`config.mk`:
```
export PLATFORM = sky130hd
export DESIGN_NAME = mem_arbiter_flat
export DESIGN_NICKNAME = d
export VERILOG_FILES = /design/src/rtl/mem_arbiter_if.sv /design/src/rtl/mem_arbiter.sv /design/src/flat_wrapper.sv
export SDC_FILE = /design/constraint.sdc
export NUM_CORES = 1
export LEC_CHECK = 0
export BUFFER_PORTS_ARGS = -buffer_cell sky130_fd_sc_hd__buf_2
export CORE_ASPECT_RATIO = 1.1
export CORE_UTILIZATION = 55
export CTS_CLUSTER_SIZE = 20
export DETAILED_ROUTE_END_ITERATION = 8
export GPL_TIMING_DRIVEN = 0
export HOLD_SLACK_MARGIN = 0.1
export PLACE_DENSITY_LB_ADDON = 0.2
export SYNTH_ARGS = -nofsm -noshare
export SYNTH_HDL_FRONTEND = slang
export SYNTH_SLANG_ARGS = --single-unit
```
`constraint.sdc`:
```
create_clock -name clk -period 7.7 [get_ports clk]
set_input_delay 0.385 -clock clk [delete_from_list [all_inputs] [get_ports clk]]
set_output_delay 0.385 -clock clk [all_outputs]
set_load 0.01 [all_outputs]
```
`src/rtl/mem_arbiter_if.sv`:
```
// Requester and memory-side signal bundle for mem_arbiter.
// The slave modport is the arbiter's view; master is the surrounding core/memory view.
interface mem_arbiter_if;
    logic        if_req;
    logic [31:0] if_addr;
    logic        if_ack;
    logic [31:0] if_rdata;
    logic        if_fault;

    logic        d_req;
    logic        d_we;
    logic [2:0]  d_funct3;
    logic [31:0] d_addr;
    logic [31:0] d_wdata;
    logic        d_ack;
    logic [31:0] d_rdata;
    logic        d_fault;

    logic        mem_ce;
    logic [2:0]  mem_funct3;
    logic [31:0] mem_addr;
    logic [31:0] mem_datain;
    logic        mem_memwrite;
    logic [31:0] mem_dataout;
    logic        mem_busy;
    logic        mem_valid;
    logic        mem_fault;

    modport slave (
        input  if_req, if_addr, d_req, d_we, d_funct3, d_addr, d_wdata,
        input  mem_dataout, mem_busy, mem_valid, mem_fault,
        output if_ack, if_rdata, if_fault, d_ack, d_rdata, d_fault,
        output mem_ce, mem_funct3, mem_addr, mem_datain, mem_memwrite
    );

    modport master (
        output if_req, if_addr, d_req, d_we, d_funct3, d_addr, d_wdata,
        output mem_dataout, mem_busy, mem_valid, mem_fault,
        input  if_ack, if_rdata, if_fault, d_ack, d_rdata, d_fault,
        input  mem_ce, mem_funct3, mem_addr, mem_datain, mem_memwrite
    );
endinterface

```
`src/rtl/mem_arbiter.sv`:
```
// Round-robin arbiter/sequencer sharing one memory unit between fetch and load/store ports,
// with forced ce release between transactions and a completion watchdog.
module mem_arbiter #(
    parameter logic [31:0] TIMEOUT = 32'd100000
) (
    input logic           clk,
    input logic           reset,
    mem_arbiter_if.slave  bus
);

    typedef enum logic [1:0] {
        S_IDLE    = 2'd0,
        S_WAIT    = 2'd1,
        S_RELEASE = 2'd2
    } state_t;

    typedef enum logic {
        GRANT_IF = 1'b0,
        GRANT_D  = 1'b1
    } grant_t;

    state_t      state_r;
    grant_t      last_grant_r;
    logic        seen_busy_r;
    logic [31:0] timer_r;

    logic        pick_d_s;
    logic        done_s;
    logic        fault_s;
    logic [31:0] rdata_s;

    // Data port wins only when fetch is not asking or fetch was served last.
    always_comb begin
        pick_d_s = 1'b0;
        if (bus.d_req && (!bus.if_req || (last_grant_r == GRANT_IF))) begin
            pick_d_s = 1'b1;
        end else begin
            pick_d_s = 1'b0;
        end
    end

    // Completion detection; the if/else order encodes fault > valid > busy-fall > watchdog.
    always_comb begin
        done_s  = 1'b0;
        fault_s = 1'b0;
        rdata_s = 32'd0;
        if (bus.mem_fault) begin
            done_s  = 1'b1;
            fault_s = 1'b1;
        end else if (bus.mem_valid) begin
            done_s  = 1'b1;
            rdata_s = bus.mem_dataout;
        end else if (seen_busy_r && !bus.mem_busy) begin
            // GPIO and control-register reads finish this way without a valid strobe
            done_s  = 1'b1;
            rdata_s = bus.mem_memwrite ? 32'd0 : bus.mem_dataout;
        end else if ((TIMEOUT != 32'd0) && (timer_r == (TIMEOUT - 32'd1))) begin
            done_s  = 1'b1;
            fault_s = 1'b1;
        end else begin
            done_s  = 1'b0;
        end
    end

    // Transaction sequencer with all port outputs registered.
    always_ff @(posedge clk or posedge reset) begin
        if (reset) begin
            state_r          <= S_IDLE;
            last_grant_r     <= GRANT_D;
            seen_busy_r      <= 1'b0;
            timer_r          <= 32'd0;
            bus.mem_ce       <= 1'b1;
            bus.mem_funct3   <= 3'd0;
            bus.mem_addr     <= 32'd0;
            bus.mem_datain   <= 32'd0;
            bus.mem_memwrite <= 1'b0;
            bus.if_ack       <= 1'b0;
            bus.if_rdata     <= 32'd0;
            bus.if_fault     <= 1'b0;
            bus.d_ack        <= 1'b0;
            bus.d_rdata      <= 32'd0;
            bus.d_fault      <= 1'b0;
        end else begin
            case (state_r)
                S_IDLE: begin
                    if (bus.if_req || bus.d_req) begin
                        if (pick_d_s) begin
                            last_grant_r     <= GRANT_D;
                            bus.mem_funct3   <= bus.d_funct3;
                            bus.mem_addr     <= bus.d_addr;
                            bus.mem_datain   <= bus.d_wdata;
                            bus.mem_memwrite <= bus.d_we;
                        end else begin
                            last_grant_r     <= GRANT_IF;
                            bus.mem_funct3   <= 3'b010;
                            bus.mem_addr     <= bus.if_addr;
                            bus.mem_datain   <= 32'd0;
                            bus.mem_memwrite <= 1'b0;
                        end
                        seen_busy_r <= 1'b0;
                        timer_r     <= 32'd0;
                        bus.mem_ce  <= 1'b0;
                        state_r     <= S_WAIT;
                    end else begin
                        state_r <= S_IDLE;
                    end
                end
                S_WAIT: begin
                    if (bus.mem_busy) begin
                        seen_busy_r <= 1'b1;
                    end
                    timer_r <= timer_r + 32'd1;
                    if (done_s) begin
                        if (last_grant_r == GRANT_D) begin
                            bus.d_ack   <= 1'b1;
                            bus.d_rdata <= rdata_s;
                            bus.d_fault <= fault_s;
                        end else begin
                            bus.if_ack   <= 1'b1;
                            bus.if_rdata <= rdata_s;
                            bus.if_fault <= fault_s;
                        end
                        bus.mem_ce <= 1'b1;
                        state_r    <= S_RELEASE;
                    end else begin
                        state_r <= S_WAIT;
                    end
                end
                S_RELEASE: begin
                    bus.if_ack   <= 1'b0;
                    bus.if_rdata <= 32'd0;
                    bus.if_fault <= 1'b0;
                    bus.d_ack    <= 1'b0;
                    bus.d_rdata  <= 32'd0;
                    bus.d_fault  <= 1'b0;
                    state_r      <= S_IDLE;
                end
                default: begin
                    bus.mem_ce <= 1'b1;
                    state_r    <= S_IDLE;
                end
            endcase
        end
    end

endmodule
```
`src/flat_wrapper.sv`:
```
// flat-port wrapper written by rule: the top's interface ports become plain ports
module mem_arbiter_flat 
#(
    parameter logic [31:0] TIMEOUT = 32'd100000
)
  (clk, reset, bus_if_req, bus_if_addr, bus_d_req, bus_d_we, bus_d_funct3, bus_d_addr, bus_d_wdata, bus_mem_dataout, bus_mem_busy, bus_mem_valid, bus_mem_fault, bus_if_ack, bus_if_rdata, bus_if_fault, bus_d_ack, bus_d_rdata, bus_d_fault, bus_mem_ce, bus_mem_funct3, bus_mem_addr, bus_mem_datain, bus_mem_memwrite);
  mem_arbiter_if bus_i ();
  input logic clk;
  input logic reset;
  input wire logic [$bits(bus_i.if_req)-1:0] bus_if_req;
  input wire logic [$bits(bus_i.if_addr)-1:0] bus_if_addr;
  input wire logic [$bits(bus_i.d_req)-1:0] bus_d_req;
  input wire logic [$bits(bus_i.d_we)-1:0] bus_d_we;
  input wire logic [$bits(bus_i.d_funct3)-1:0] bus_d_funct3;
  input wire logic [$bits(bus_i.d_addr)-1:0] bus_d_addr;
  input wire logic [$bits(bus_i.d_wdata)-1:0] bus_d_wdata;
  input wire logic [$bits(bus_i.mem_dataout)-1:0] bus_mem_dataout;
  input wire logic [$bits(bus_i.mem_busy)-1:0] bus_mem_busy;
  input wire logic [$bits(bus_i.mem_valid)-1:0] bus_mem_valid;
  input wire logic [$bits(bus_i.mem_fault)-1:0] bus_mem_fault;
  output wire logic [$bits(bus_i.if_ack)-1:0] bus_if_ack;
  output wire logic [$bits(bus_i.if_rdata)-1:0] bus_if_rdata;
  output wire logic [$bits(bus_i.if_fault)-1:0] bus_if_fault;
  output wire logic [$bits(bus_i.d_ack)-1:0] bus_d_ack;
  output wire logic [$bits(bus_i.d_rdata)-1:0] bus_d_rdata;
  output wire logic [$bits(bus_i.d_fault)-1:0] bus_d_fault;
  output wire logic [$bits(bus_i.mem_ce)-1:0] bus_mem_ce;
  output wire logic [$bits(bus_i.mem_funct3)-1:0] bus_mem_funct3;
  output wire logic [$bits(bus_i.mem_addr)-1:0] bus_mem_addr;
  output wire logic [$bits(bus_i.mem_datain)-1:0] bus_mem_datain;
  output wire logic [$bits(bus_i.mem_memwrite)-1:0] bus_mem_memwrite;
  assign bus_i.if_req = bus_if_req;
  assign bus_i.if_addr = bus_if_addr;
  assign bus_i.d_req = bus_d_req;
  assign bus_i.d_we = bus_d_we;
  assign bus_i.d_funct3 = bus_d_funct3;
  assign bus_i.d_addr = bus_d_addr;
  assign bus_i.d_wdata = bus_d_wdata;
  assign bus_i.mem_dataout = bus_mem_dataout;
  assign bus_i.mem_busy = bus_mem_busy;
  assign bus_i.mem_valid = bus_mem_valid;
  assign bus_i.mem_fault = bus_mem_fault;
  assign bus_if_ack = bus_i.if_ack;
  assign bus_if_rdata = bus_i.if_rdata;
  assign bus_if_fault = bus_i.if_fault;
  assign bus_d_ack = bus_i.d_ack;
  assign bus_d_rdata = bus_i.d_rdata;
  assign bus_d_fault = bus_i.d_fault;
  assign bus_mem_ce = bus_i.mem_ce;
  assign bus_mem_funct3 = bus_i.mem_funct3;
  assign bus_mem_addr = bus_i.mem_addr;
  assign bus_mem_datain = bus_i.mem_datain;
  assign bus_mem_memwrite = bus_i.mem_memwrite;
  mem_arbiter #(.TIMEOUT(TIMEOUT)) u_core (.clk(clk), .reset(reset), .bus(bus_i));
endmodule
```
==> metrics.md <==
| Metric | Value |
|---|---|
| Proportion of netlist area held by the largest area contributor | 52.9% |
| Highest Clock Rate | 411 MHz |
| Number of buffers created by CTS | 17 |
| Final-report setup violation count | 0 |
| Final worst-path setup slack | approximately 5.3 ns |
| Number of antenna violations at the first check in global routing | 1 |
| Number of distinct library cell variants in the gate-level netlist after synthesis | 53 |
| Vias in the first global route | 6999 |
| Measured slew at the worst slew-check pin | 0.717 ns |
| Placer Congestion | 0.801 |
| Post_cts resized | 0 |
| Total via count in the routed design | around 7300 |
| Final Hold Viols | 0 |
| Post-Layout Inst Area | 10300 um2 |
| FILL cells | between 1000 and 1500 |
| Clk Latency, worst-skew pair | about 0.42 ns |
| H-tree lvl count | 4 |
| Setup crit start kind | register |
| Average instance area after synthesis | 11.0 um2 |
| Unrepaired setup endpoints after global routing | false |
| Area post-placement | 9740 um2 |
| CTS tree | done |
| Largest net degree at the start of global routing | 126 |
| Maxcap violations | 0 |
| Worst path arrival time | 2.74 ns |
| Core outline area | between 10000 and 15000 um2 |
| DR DRC count | 0 |
| CP Max Fanout | 10 |
| Data required, critical path | 8.01 ns |
| Worst reg-to-reg setup slack | 5.27 ns |
| Die H | 129 um |
| Clock transition time at the flip-flop clock pins of the worst setup and hold paths | 0.07 ns |
| Most prevalent standard cell on the critical path | clkbuf_1 |
| Ranking of synthesized cells by area | dfrtp_1 (53%), a211oi_2 (6.0%), mux2i_1 (5.0%) |
| Setup CP Type | reg -> reg |
| Sequential standard cell area | between 4000 and 5000 um2 |
| Dominant cell type by area after synthesis | dfrtp_1 |
| Post-Synthesis Net Count | 874 |
| Final critical path time including I/O delays and setup | around 2.4 ns |
| Critical path buffers and inverters | 3 |
| Post-CTS Setup Inserts | 0 |
| Headroom to the max-slew limit | 52.2% |
| Maximum root-to-sink buffer count | 2 |
| Worst min path class | in -> reg |
| Setup TNS Final | 0 ns |
| Residual antenna-violating net count after detailed routing | 0 |
| CP cell instances | clkbuf_1, nor2_1, o21ai_0, clkbuf_1, clkbuf_1, o311ai_0, o41ai_1 |
| FFs w/ async S/R, synth | between 90% and 100% |
| Global-route wire length before repair | 35300 um |
| Share of post-route cells with drive strength above 1 | 36.8% |
| Critical Path Slowest Stage Cell | clkbuf_1 |
| IO buf count | 275 |
| 1st-iter DRT viols | 499 |
| Grt ovf | 0 |
| Initial core utilization | 56.2% |
| Count of flip-flops with a built-in enable after synthesis | 0 |
| Total routed wirelength | approximately 22000 um |
| Post-detail-place hpwl | 15900 um |
| Power Dens Cells | 378 nW/um2 |
| Status | complete, no violations |
| Final hold slack | 0.177 ns |
| Sequential element share of the synthesized area | 53.6% |
| Sinks on the clock net | 173 |
| Critical path's top delay family | buffers and inverters |
| Final net count | 1170 |
| Leakage component of the power | 4.97 nW |
| Post-layout power | 3.90 mW |
| FP Rows | 46 |
| Critical path endpoint category | register |
| Area added between synthesis and finish | 27.7% |
| Detailed-routing iteration count for the pre-antenna-repair pass | 6 |
| Final clock period utilization by the worst path | 31.6% |
| Die Wd | 118 um |
| VDD IR max | approximately 0.2 mV |
| Mean number of vias per cell | 5.91 |
| Post-synth design cell area | 8080 um2 |
| Delay contributed by the slowest stage of the critical path | 0.49 ns |
| Flip-flop and latch count after synthesis | 173 |
| Most instantiated flip-flop cell in the synthesis netlist | dfrtp_1 |
| CTS root buf | clkbuf_16 |
| Placement Setup Slack | 5.27 ns |
| Detailed-route wire length per cell | 17.9 um |
| Number of primary I/O pins | 276 |
| Die Area | 15200 um2 |
| Synthesis Warnings | 0 |
| Final worst clock skew | 0.00836 ns |
| Max-slew violation count | 0 |
| Area of the multi-input gates | 3350 um2 |
| Overall Global Routing Usage | 29.3% |
| Cells after Synth | 734 |
-- registers in the layout, indices dropped and copies added (netlist names) --
signal / count
u_core.bus.d_ack: 1
u_core.bus.mem_ce: 1
u_core.bus.d_rdata: 32
u_core.bus.if_rdata: 32
u_core.seen_busy_r: 1
u_core.bus.if_ack: 1
u_core.timer_r: 32
u_core.bus.mem_funct3: 3
u_core.bus.mem_addr: 32
u_core.bus.mem_memwrite: 1
u_core.bus.d_fault: 1
u_core.bus.mem_datain: 32
u_core.bus.if_fault: 1
u_core.state_r: 2
u_core.last_grant_r: 1
-- cell usage in the layout (no fill, tap or decap), types with 2 or more instances in the layout --
cell	n
buf_2	287
dfrtp_1	171
nand2_1	65
a21oi_1	65
a31oi_1	61
o21ai_0	44
clkbuf_1	42
mux2i_1	40
a211oi_2	39
a22o_1	38
a211oi_1	24
clkbuf_16	17
o31ai_1	14
nand3_1	14
o211ai_1	13
nor2_1	10
inv_1	10
inv_6	10
nand4_1	7
buf_1	5
buf_12	5
and2_1	3
nand2b_1	3
or2_2	3
nor2b_1	3
nor4_2	3
nor4_1	3
buf_4	3
clkinv_4	3
o22ai_1	2
nand4b_1	2
o41ai_1	2
and4_1	2
o31a_1	2
dfstp_2	2
-- synthesized netlist by cell type (2+ instances only) --
cell type / n
a211oi_1: 24
a211oi_2: 39
a21oi_1: 65
a22o_1: 38
a31oi_1: 61
and2_1: 3
and4_1: 2
buf_1: 5
buf_12: 5
buf_2: 12
buf_4: 3
clkbuf_1: 42
dfrtp_1: 171
dfstp_2: 2
inv_1: 11
mux2i_1: 40
nand2_1: 65
nand2b_1: 3
nand3_1: 14
nand4_1: 7
nand4b_1: 2
nor2_1: 10
nor2b_1: 3
nor4_1: 3
nor4_2: 3
o211ai_1: 13
o21ai_0: 44
o22ai_1: 2
o31a_1: 2
o31ai_1: 14
o41ai_1: 2
or2_2: 3
-- power by group --
group          internal, mW  total, mW  switching [mW]
clock                 0.458      0.844           0.386
combinational         0.640       1.62           0.980
sequential             1.25       1.44           0.192
total                  2.35       3.90            1.56
-- final timing paths --
check	start	to	cells after the start
worst min register to register	u_core.bus.mem_addr[0]$_DFFE_PP0P_	u_core.bus.mem_addr[0]$_DFFE_PP0P_	2
min in group asynchronous	reset	u_core.bus.mem_datain[9]$_DFFE_PP0P_	3
worst min-delay path	bus_d_wdata[6]	u_core.bus.mem_datain[6]$_DFFE_PP0P_	2
worst max-delay path	u_core.state_r[1]$_DFF_PP0_	u_core.timer_r[16]$_DFFE_PP0P_	7
worst max register to register	u_core.state_r[1]$_DFF_PP0_	u_core.timer_r[16]$_DFFE_PP0P_	7
max in group asynchronous	reset	u_core.bus.mem_addr[31]$_DFFE_PP0P_	4
-- cell type report --
| class | count | share of cell area [%] |
|---|---|---|
| sequential | 173 | 42.0 |
| multi-input combinational | 483 | 32.5 |
| clock buffer | 17 | 4.12 |
| timing repair buffer | 277 | 13.7 |
| tap | 192 | 2.33 |
| antenna | 1 | 0.0242 |
| buffer | 67 | 3.48 |
| clock inverter | 15 | 1.47 |
| inverter | 11 | 0.473 |
-- worst register-to-register path, cell delays in order, from the launching register on --
cell,delay [ns]
dfrtp_1,0.36
clkbuf_1,0.34
nor2_1,0.10
o21ai_0,0.19
clkbuf_1,0.49
clkbuf_1,0.48
o311ai_0,0.25
o41ai_1,0.11
-- metal layers --
layer | routed length, um | global-route usage, % | share of wire (%)
met4 | 446 | 10.1 | 2.0
met2 | 10900 | 48.2 | 49
met5 | 0 | 0 | 0
met3 | 1580 | 7.13 | 7.1
met1 | 9170 | 38.5 | 41
-- timing repair --
action | in CTS | in global routing
endpoints found under the setup margin | 0 | 0
endpoints found under the hold margin | 48 | 0
hold buffers | 1 | 0
-- logic make-up (layout without fill, tap and decap cells) --
kind of cell / Yosys count / after routing / share of synthesized area (%)
compound gates: 316 / 316 / 28.4
fa+ha+maj: 1 / 1 / 0.155
buf+inv: 78 / 387 / 4.95
flops: 173 / 173 / 53.6
mux: 40 / 40 / 4.95
other cells: 0 / 1 / 0
simple gates: 126 / 126 / 7.91
-- stage by stage --
stage | utilization (%) | std cells
3_3_place_gp | 67.4 | 1201
5_1_grt | 71.7 | 1235
6_report | 71.8 | 1236
2_1_floorplan | - | 734
4_1_cts | 71.7 | 1235
3_5_place_dp | 67.7 | 1202
Power figures use the tool's default switching activity.
